**config.mk**
```make
export PLATFORM = sky130hd
export DESIGN_NAME = dm_arbiter
export DESIGN_NICKNAME = d
export VERILOG_FILES = /design/src/rtl/dm_arbiter_pkg.sv /design/src/rtl/dm_arbiter.sv
export SDC_FILE = /design/constraint.sdc
export NUM_CORES = 1
export LEC_CHECK = 0
export ABC_AREA = 0
export CORE_AREA = 5 5 115 117
export CTS_BUF_LIST = sky130_fd_sc_hd__clkbuf_8 sky130_fd_sc_hd__clkbuf_16
export CTS_CLUSTER_DIAMETER = 60
export DETAILED_ROUTE_END_ITERATION = 12
export DIE_AREA = 0 0 120 122
export PLACE_DENSITY = 0.69
export SETUP_SLACK_MARGIN = 0.4
export SYNTH_ARGS = -nofsm -noshare
export SYNTH_HDL_FRONTEND = slang
export SYNTH_SLANG_ARGS = --single-unit
```
**constraint.sdc**
```tcl
create_clock -name clk -period 1.35 [get_ports clk]
set_input_delay 0.27 -clock clk [delete_from_list [all_inputs] [get_ports clk]]
set_output_delay 0.27 -clock clk [all_outputs]
set_load 0.005 [all_outputs]
```
**src/rtl/dm_arbiter_pkg.sv**
```systemverilog
// Shared definitions for the data-memory arbiter: ownership FSM states and the
// DMType access-size codes that the data memory also decodes.
package dm_arbiter_pkg;

    typedef enum logic [1:0] {
        OWN_CPU    = 2'd0,
        DBG_ACCESS = 2'd1,
        DBG_DONE   = 2'd2
    } dm_arb_state_e;

    localparam int DMTYPE_W = 3;

    localparam logic [DMTYPE_W-1:0] DM_WORD              = 3'b000;
    localparam logic [DMTYPE_W-1:0] DM_HALFWORD          = 3'b001;
    localparam logic [DMTYPE_W-1:0] DM_HALFWORD_UNSIGNED = 3'b010;
    localparam logic [DMTYPE_W-1:0] DM_BYTE              = 3'b011;
    localparam logic [DMTYPE_W-1:0] DM_BYTE_UNSIGNED     = 3'b100;

    // Width of a counter that must reach max_val; never narrower than one bit.
    function automatic int cnt_width(input int max_val);
        return (max_val < 1) ? 1 : $clog2(max_val + 1);
    endfunction

endpackage

```
**src/rtl/dm_arbiter.sv**
```systemverilog
// Arbitrates the single-port data memory between the CPU MEM stage (fixed
// priority) and a debug/loader port that is guaranteed a slot after MAX_WAIT losses.
module dm_arbiter
    import dm_arbiter_pkg::*;
#(
    parameter int MAX_WAIT = 4,
    parameter int AW       = 32,
    parameter int DW       = 32
) (
    input  logic                clk,
    input  logic                rstn,

    input  logic                cpu_req,
    input  logic                cpu_we,
    input  logic [AW-1:0]       cpu_addr,
    input  logic [DW-1:0]       cpu_wdata,
    input  logic [DMTYPE_W-1:0] cpu_dmtype,
    output logic [DW-1:0]       cpu_rdata,
    output logic                cpu_stall,

    input  logic                dbg_req,
    input  logic                dbg_we,
    input  logic [AW-1:0]       dbg_addr,
    input  logic [DW-1:0]       dbg_wdata,
    input  logic [DMTYPE_W-1:0] dbg_dmtype,
    output logic                dbg_ack,
    output logic [DW-1:0]       dbg_rdata,

    output logic                dm_we,
    output logic [AW-1:0]       dm_addr,
    output logic [DW-1:0]       dm_din,
    output logic [DMTYPE_W-1:0] dm_dmtype,
    input  logic [DW-1:0]       dm_dout
);

    localparam int CW = cnt_width(MAX_WAIT);
    localparam logic [CW-1:0] WAIT_LIMIT = CW'(MAX_WAIT);

    dm_arb_state_e   state_reg, state_next;
    logic [CW-1:0]   wait_cnt_reg, wait_cnt_next;
    logic [DW-1:0]   dbg_rdata_reg;
    logic            dbg_owns;

    always_ff @(posedge clk) begin
        if (!rstn) begin
            state_reg     <= OWN_CPU;
            wait_cnt_reg  <= '0;
            dbg_rdata_reg <= '0;
        end else begin
            state_reg    <= state_next;
            wait_cnt_reg <= wait_cnt_next;
            if (state_reg == DBG_ACCESS && !dbg_we) begin
                dbg_rdata_reg <= dm_dout;
            end
        end
    end

    always_comb begin
        state_next    = state_reg;
        wait_cnt_next = wait_cnt_reg;
        case (state_reg)
            OWN_CPU: begin
                if (dbg_req && (!cpu_req || wait_cnt_reg == WAIT_LIMIT)) begin
                    state_next    = DBG_ACCESS;
                    wait_cnt_next = '0;
                end else if (dbg_req) begin
                    // Lost to the CPU this cycle; count towards the forced grant.
                    if (wait_cnt_reg != WAIT_LIMIT) begin
                        wait_cnt_next = wait_cnt_reg + CW'(1);
                    end
                end else begin
                    wait_cnt_next = '0;
                end
            end
            DBG_ACCESS: state_next = DBG_DONE;
            DBG_DONE:   state_next = OWN_CPU;
            default:    state_next = OWN_CPU;
        endcase
    end

    // Debug path is masked while reset is asserted so an interrupted debug
    // access cannot write memory in the reset cycle.
    assign dbg_owns = (state_reg == DBG_ACCESS) && rstn;

    always_comb begin
        dm_we     = cpu_req & cpu_we;
        dm_addr   = cpu_addr;
        dm_din    = cpu_wdata;
        dm_dmtype = cpu_dmtype;
        if (dbg_owns) begin
            dm_we     = dbg_we;
            dm_addr   = dbg_addr;
            dm_din    = dbg_wdata;
            dm_dmtype = dbg_dmtype;
        end
    end

    assign cpu_stall = dbg_owns & cpu_req;
    assign cpu_rdata = dm_dout;
    assign dbg_ack   = (state_reg == DBG_DONE);
    assign dbg_rdata = dbg_rdata_reg;

endmodule

```
==> results of run 1 <==
[stage by stage]
stage / total power [mW] / hold WS [ns]
finish: 3.58 / 0.375
global route: 3.74 / 0.396
floorplan: 1.50 / 0.348
global placement: 2.45 / 0.444
CTS: 3.55 / 0.373
detailed placement: 2.46 / 0.451
[worst max path at each step]
stage | slack (ns) | to | cells past startpoint
finish | -0.55 | dm_addr[15] | 6
global route | -0.61 | dm_din[12] | 6
CTS | -0.57 | dm_addr[15] | 6
detailed placement | -0.90 | dm_din[23] | 5
global placement | -0.90 | dm_din[23] | 5
floorplan | -0.03 | dm_addr[16] | 4
[cells in the final DEF (no fill, tap or decap), types with 2 or more instances in the layout]
cell	synthesis	routed
clkdlybuf4s50_1	0	138
buf_6	6	85
buf_2	0	58
mux2_2	59	52
nand2_1	64	41
buf_4	40	39
dfxtp_2	0	32
dlygate4sd2_1	0	31
nand2_2	2	24
a21oi_1	36	23
mux2_4	8	15
a21oi_2	0	13
buf_12	0	10
buf_16	0	9
clkbuf_16	0	6
inv_1	3	3
dfxtp_1	37	3
o21ai_0	2	2
nand3_2	0	2
nand3_1	4	2
ha_1	2	2
clkinv_2	0	2
clkdlybuf4s15_1	0	2
clkdlybuf4s15_2	0	2
clkbuf_2	0	2
dfxtp_4	0	2
[cells by family after synthesis]
family,synth area share (%)
DFF,29.6
muxes,31.3
buffers and inverters,15.7
AOI/OAI and AO/OA,8.24
adders and majority gates,0.998
and+or+nand+nor,14.2
[final cells by class]
class	instances	area (µm²)	area share, %
Timing Repair Buffer	378	3730	58.3
Multi-Input combinational cell	187	1540	24.0
Sequential cell	37	788	12.3
Tap cell	150	188	2.93
Clock buffer	5	125	1.96
Inverter	4	15.0	0.235
Clock inverter	3	13.8	0.215
[routing by layer]
metal	vias up	routed length [µm]	track usage [%]
met5	-	0	0
met4	0	369	5.80
met3	18	1380	6.73
met2	185	7590	35.5
met1	1528	4500	16.2
li1	1583	-	-
[power by group through the flow]
stage          clock, mW  sequential, mW  combinational, mW
6_report            1.09            1.13               1.36
5_1_grt             1.17            1.14               1.43
4_1_cts             1.13            1.13               1.30
3_5_place_dp           0            1.15               1.31
3_3_place_gp           0            1.15               1.30
2_1_floorplan          0            1.15              0.347
[timing repair]
item                       CTS  global route
buffers inserted            25            10
setup endpoints to repair  170           141
gates resized for setup    689            64
cloned                       9             1
pin swaps                    5             2
[worst min-delay path, cell delays in order]
cell and delay, ns:
dlygate4sd2_1 0.24, nand2_1 0.05, a21oi_1 0.05
==> impl_metrics.yaml, run 1 <==
clocking:
  root_buffer: "clkbuf_16"
  cts_sinks: 37
  cts_hold_buf: 0
  cts_made_buffers: 5
  ctsLongestPathBuffers: 2
  cts_tree: "yes"
  clk_latency_ns: 0.27
  htreeDepth: 2
  clk_pin_slew_ns: 0.06
worst_setup_path:
  start_kind: "flip-flop"
  max_stage_delay_ns: 0.33
  crit_path_frequent_cell: "buf_6"
  cp_slowest_cell: "dfxtp_4"
  critical-path-top-delay-family: "buffers and inverters"
  worst-r2r-cell-count: 7
  crit_path_end_kind: "primary output"
  cp.arrival_ns: 1.63
  r2r-start: "state_reg[0]"
  r2r-end: "dbg_rdata[10]"
  crit_start: "state_reg[1]"
  timing_worst_setup_path_type: "reg2out"
  crit_buf_inv: 4
  crit_chain: "nand3b_4 -> buf_6 -> buf_12 -> buf_16 -> mux2_4 -> buf_6"
  worstPathMaxFanout: 5
  worstPathRequired_ns: 1.08
  reg2reg_slack_ns: -0.15
flow_run:
  drv_cap: 0
finish:
  drive_gt1_share_pct: 59.3
  nets: 787
  fillers: 1092
  utilization_pct: 52.2
  fin_area_um2: 6400
  largest_reg_flops: 32
  areaGrowthSynthToFinish_pct: 155
  n_antenna_cell: 0
  instances_no_fill: 764
run_status:
  violations: "negative setup slack"
  status: "finished, violations left"
routing:
  wl_um: 13800
  num_vias: 3314
  dr.pass1.iters: 4
  drt-vias-per-instance: 4.34
  drc: 0
  detail-route-antenna-nets: 0
  wire_per_inst_um: 18.1
  drtIter0Drc: 105
global_route:
  grt_overflow: 0
  grt_util_all_layers_pct: 17.7
  antenna_found_initial: 0
  grt_pass1_vias: 3540
  grt_max_degree: 33
  grt_first_pass_wirelength_um: 20100
worst_hold_path:
  hold_end: "dbg_rdata[5]"
  hp-class: "in2reg"
  hold_depth: 3
  holdCritStartpoint: "dm_dout[5]"
yosys:
  yosysSeqAreaShare_pct: 29.6
  synth_warnings: 0
  yosysMostFrequentCell: "nand2_1"
  syn_avg_cell_area_um2: 9.05
  synth_edf_count: 0
  synth_nets: 451
  netlist.top_cell.by_area: "dfxtp_1"
  synth_seq_cells: 37
  synthCells: 277
  yosysTopAreaCellShare_pct: 29.6
  synth_common_cells: "nand2_1, mux2_2, buf_4"
  netlist_area_um2: 2510
  yosys-top-cells-area: "dfxtp_1, mux2_2, buf_4"
  synthFlopType: "dfxtp_1"
  synthArstFlopShare_pct: 0
  ys_types: 23
pwr:
  seqPwrFrac_pct: 31.7
  leakagePower_nw: 2.86
  p_clk_share_pct: 30.5
  p_per_area_nw_per_um2: 559
  netSwitchingPower_uw: 853
  sw_frac_of_total_pct: 23.8
  combPwrFrac_pct: 37.9
  ir_drop_mv: 0.460
  intPower_mw: 2.73
timing:
  max_slew.worst_pin.slew_ns: 0.261
  setup_tns_ns: -37.61
  max_freq_mhz: 526
  rsz0062_at_grt: "yes"
  finalCritPeriodShare_pct: 141
  final-max-slew-violation-count: 0
  slew_headroom_pct: 82.6
  fin_ws_ns: -0.551
  hold_viol_final: 0
  fin_crit_ns: 1.90
  setup_viol: 103
  skew_ns: 0.00291
die:
  core_um2: 12300
  die_y_um: 122
  initial_utilization_pct: 20.4
  die_area_um2: 14600
  ioPinCount: 306
  die_x_um: 120
  rows: 41
place:
  postPlaceCellArea_um2: 5640
  port_buffers: 305
  placed_cells: 711
  pre_cts_ws_ns: -0.904
  hpwl_um: 10500
  gp_congestion: 0.851
Note: power is estimated with default switching activity, not from simulation.
==> run 2, diff against run 1 <==
Settings changed: SKIP_LAST_GASP from default to 1.
==> impl_metrics.yaml, run 2 (synthesis gave the netlist of run 1 again) <==
worst_setup_path:
  start_kind: "flip-flop"
  worst-r2r-cell-count: 7
  timing_worst_setup_path_type: "reg2out"
  cp.arrival_ns: 1.63
  worstPathMaxFanout: 5
  crit_path_end_kind: "primary output"
  reg2reg_slack_ns: -0.15
  worstPathRequired_ns: 1.08
timing:
  setup_viol: 103
  max_freq_mhz: 527
  whs_ns: 0.378
  skew_ns: 0.00231
  fin_ws_ns: -0.549
  max_slew.worst_pin.slew_ns: 0.261
  fin_crit_ns: 1.90
  slew_headroom_pct: 82.6
  hold_viol_final: 0
  finalCritPeriodShare_pct: 141
  final-max-slew-violation-count: 0
  rsz0062_at_grt: "yes"
finish:
  drive_gt1_share_pct: 53.5
  final_common_cell: "clkdlybuf4s50_1"
  largest_reg_flops: 32
  fin_area_um2: 6280
  instances_no_fill: 759
  n_antenna_cell: 0
  areaGrowthSynthToFinish_pct: 150
  nets: 782
  mostFrequentLayoutCells: "clkdlybuf4s50_1, buf_6, nand2_1"
die:
  core_um2: 12300
  initial_utilization_pct: 20.4
  ioPinCount: 306
  die_y_um: 122
  die_area_um2: 14600
  rows: 41
  die_x_um: 120
global_route:
  grt_pass1_vias: 3538
  grt_first_pass_wirelength_um: 20000
  grt_overflow: 0
  grt_max_degree: 33
  antenna_found_initial: 0
  grt_util_all_layers_pct: 17.6
pwr:
  netSwitchingPower_uw: 833
  p_per_area_nw_per_um2: 566
  p_clk_share_pct: 30.5
  leakagePower_nw: 2.83
  sw_frac_of_total_pct: 23.4
  intPower_mw: 2.72
  combPwrFrac_pct: 37.7
  seqPwrFrac_pct: 31.9
  ir_drop_mv: 0.438
routing:
  num_vias: 3269
  drt-vias-per-instance: 4.31
  wire_per_inst_um: 18.0
  dr.pass1.iters: 4
  drc: 0
  drtIter0Drc: 132
  detail-route-antenna-nets: 0
  wl_um: 13700
clocking:
  htreeDepth: 2
  cts_made_buffers: 5
  ctsLongestPathBuffers: 2
  clk_pin_slew_ns: 0.06
  cts_sinks: 37
  clk_latency_ns: 0.27
  root_buffer: "clkbuf_16"
  cts_tree: "yes"
flow_run:
  drv_cap: 0
place:
  gp_congestion: 0.851
  postPlaceCellArea_um2: 5640
  hpwl_um: 10500
  placed_cells: 711
  port_buffers: 305
run_status:
  violations: "negative setup slack"
  status: "finished, violations left"
worst_hold_path:
  hold_depth: 3
  hp-class: "in2reg"
==> run 2: worst paths after layout <==
path	from	end
setup / recovery	state_reg[1]	dm_addr[15]
hold / removal	dm_dout[5]	dbg_rdata[5]
setup reg to reg	state_reg[0]	dbg_rdata[23]
hold reg to reg	dbg_rdata[26]	dbg_rdata[26]
==> run 2: what timing repair did <==
action / 4_1_cts / 5_1_grt
gates resized for setup: 677 / 43
pin swaps: 5 / 1
cloned: 9 / 1
hold buffers: 0 / 0
setup buffers: 25 / 5
endpoints found under the setup margin: 170 / 141
==> run 2: metal layers <==
layer	GRT usage [%]	share of wire, %	vias to the layer above
li1	-	-	1572
met1	16.0	33	1486
met2	35.1	54	188
met3	6.87	10	23
met4	6.08	3.2	0
met5	0	0	-
==> run 2: area by class of cell <==
cell class,count,area (µm²)
clock buffer,5,125
clock inverter,3,13.8
fill,1112,5980
inverter,4,15.0
multi-input combinational,187,1440
sequential,37,788
tap,150,188
timing repair buffer,373,3710
==> run 2: power by group through the flow <==
| stage | sequential [mW] | combinational, mW | clock, mW |
|---|---|---|---|
| after floorplan | 1.15 | 0.347 | 0 |
| after global placement | 1.15 | 1.30 | 0 |
| after detailed placement | 1.15 | 1.31 | 0 |
| after CTS | 1.13 | 1.29 | 1.13 |
| after global routing | 1.13 | 1.42 | 1.17 |
| final | 1.13 | 1.34 | 1.08 |
==> run 2: through the flow <==
| stage | worst slack, ns | setup TNS, ns | utilization [%] | total power, mW |
|---|---|---|---|---|
| 5_1_grt | -0.611 | -43.52 | 51.2 | 3.72 |
| 3_5_place_dp | -0.904 | -73.92 | 46.0 | 2.46 |
| 2_1_floorplan | -0.0294 | -0.236 | - | 1.50 |
| 4_1_cts | -0.568 | -37.47 | 48.9 | 3.54 |
| 3_3_place_gp | -0.904 | -73.10 | 46.0 | 2.45 |
| 6_report | -0.549 | -37.66 | 51.2 | 3.55 |
==> run 2: worst max-delay path: stages, from the launching register on <==
cell and delay (ns):
dfxtp_4 0.33, nand3b_4 0.18, buf_6 0.15, buf_12 0.13
buf_16 0.13, mux2_4 0.30, buf_6 0.12
==> run 3, diff against run 2 <==
Settings changed: PLACE_DENSITY 0.69 to 0.68.
==> impl_metrics.yaml, run 3 (synthesis gave the netlist of run 1 again) <==
run_status:
  status: "finished, violations left"
  violations: "negative setup slack"
clocking:
  htreeDepth: 2
  clk_latency_ns: 0.27
  cts_sinks: 37
  cts_tree: "yes"
  cts_made_buffers: 5
  ctsLongestPathBuffers: 2
  clk_pin_slew_ns: 0.05
  root_buffer: "clkbuf_16"
place:
  hpwl_um: 10400
  gp_congestion: 0.892
  port_buffers: 305
routing:
  detail-route-antenna-nets: 0
  wire_per_inst_um: 17.7
  dr.pass1.iters: 4
  drtIter0Drc: 60
  drc: 0
  num_vias: 3329
  wl_um: 13800
  drt-vias-per-instance: 4.29
pwr:
  intPower_mw: 2.74
  combPwrFrac_pct: 38.6
  ir_drop_mv: 0.347
  power_mw: 3.59
  p_per_area_nw_per_um2: 545
  leakagePower_nw: 2.94
  netSwitchingPower_uw: 845
  p_clk_share_pct: 29.8
  seqPwrFrac_pct: 31.6
  sw_frac_of_total_pct: 23.5
finish:
  n_antenna_cell: 0
  final_common_cell: "clkdlybuf4s50_1"
  drive_gt1_share_pct: 62.3
  nets: 799
  mostFrequentLayoutCells: "clkdlybuf4s50_1, buf_6, mux2_2"
  areaGrowthSynthToFinish_pct: 163
  largest_reg_flops: 32
  fillers: 1086
worst_setup_path:
  reg2reg_slack_ns: -0.14
  worstPathMaxFanout: 6
  cp.arrival_ns: 1.61
  start_kind: "flip-flop"
  crit_chain: "nand3b_4 -> buf_6 -> buf_12 -> mux2_4 -> buf_6"
  crit_path_end_kind: "primary output"
  timing_worst_setup_path_type: "reg2out"
  cp_slowest_cell: "dfxtp_4"
  worstPathRequired_ns: 1.08
  crit_path_frequent_cell: "buf_6"
  max_stage_delay_ns: 0.35
timing:
  setup_viol: 104
  final-max-slew-violation-count: 0
  setup_tns_ns: -36.33
  skew_ns: 0.00241
  max_freq_mhz: 531
  rsz0062_at_grt: "yes"
  max_slew.worst_pin.slew_ns: 0.269
  finalCritPeriodShare_pct: 139
  fin_crit_ns: 1.88
  slew_headroom_pct: 82.1
  hold_viol_final: 0
  fin_ws_ns: -0.533
global_route:
  antenna_found_initial: 0
  grt_max_degree: 33
  grt_util_all_layers_pct: 17.5
  grt_pass1_vias: 3665
  grt_overflow: 0
  grt_first_pass_wirelength_um: 20100
die:
  die_area_um2: 14600
  initial_utilization_pct: 20.4
  die_x_um: 120
  core_um2: 12300
  rows: 41
  ioPinCount: 306
  die_y_um: 122
worst_hold_path:
  hp-class: "in2reg"
flow_run:
  drv_cap: 0
## run 3: through the flow
stage / area (µm²) / util (%) / hold slack, ns / instances / worst slack [ns]
floorplan: 2520 / - / 0.348 / 277 / -0.0294
global placement: 5650 / 46.1 / 0.448 / 715 / -0.884
detailed placement: 5650 / 46.1 / 0.454 / 715 / -0.884
CTS: 6230 / 50.8 / 0.372 / 757 / -0.553
global route: 6590 / 53.7 / 0.394 / 776 / -0.581
finish: 6590 / 53.7 / 0.381 / 776 / -0.533
## run 3: what timing repair did
action / in CTS / in global routing
endpoints found under the setup margin: 170 / 139
gates resized for setup: 774 / 35
hold buffers: 0 / 0
gates cloned: 8 / 1
buffers inserted: 26 / 18
pin swaps: 17 / 1
## run 3: worst max-delay path: cells and delay by family, from the launching register on
kind                   cells  cell delay [ns]
multiplexers               1             0.31
AND/OR/NAND/NOR            1             0.24
flip-flops                 1             0.35
buffers and inverters      3             0.44
## run 3: per-layer routing
metal	track usage, %	up-vias	wire [µm]
met1	16.3	1506	4420
li1	-	1619	-
met3	6.82	25	1350
met4	6.80	0	469
met5	0	-	0
met2	34.1	179	7520
## run 3: final cells by class
cell class	count	area (µm²)	area share, %
Timing Repair Buffer	389	3780	57.4
Clock inverter	3	13.8	0.209
Clock buffer	5	125	1.90
Inverter	4	15.0	0.228
Multi-Input combinational cell	188	1670	25.4
Sequential cell	37	791	12.0
Tap cell	150	188	2.85
## run 3: power by group through the flow
| stage | clock, mW | sequential, mW | combinational [mW] |
|---|---|---|---|
| after detailed placement | 0 | 1.15 | 1.31 |
| after global routing | 1.16 | 1.14 | 1.47 |
| after global placement | 0 | 1.15 | 1.30 |
| after CTS | 1.11 | 1.14 | 1.33 |
| after floorplan | 0 | 1.15 | 0.347 |
| final | 1.07 | 1.14 | 1.39 |
## run 3: worst paths after layout
kind / startpoint / to / cells past startpoint
max: state_reg[1] / dm_addr[28] / 5
min: dm_dout[23] / dbg_rdata[23] / 3
max reg2reg: state_reg[0] / dbg_rdata[29] / 6
min reg2reg: dbg_rdata[20] / dbg_rdata[20] / 2
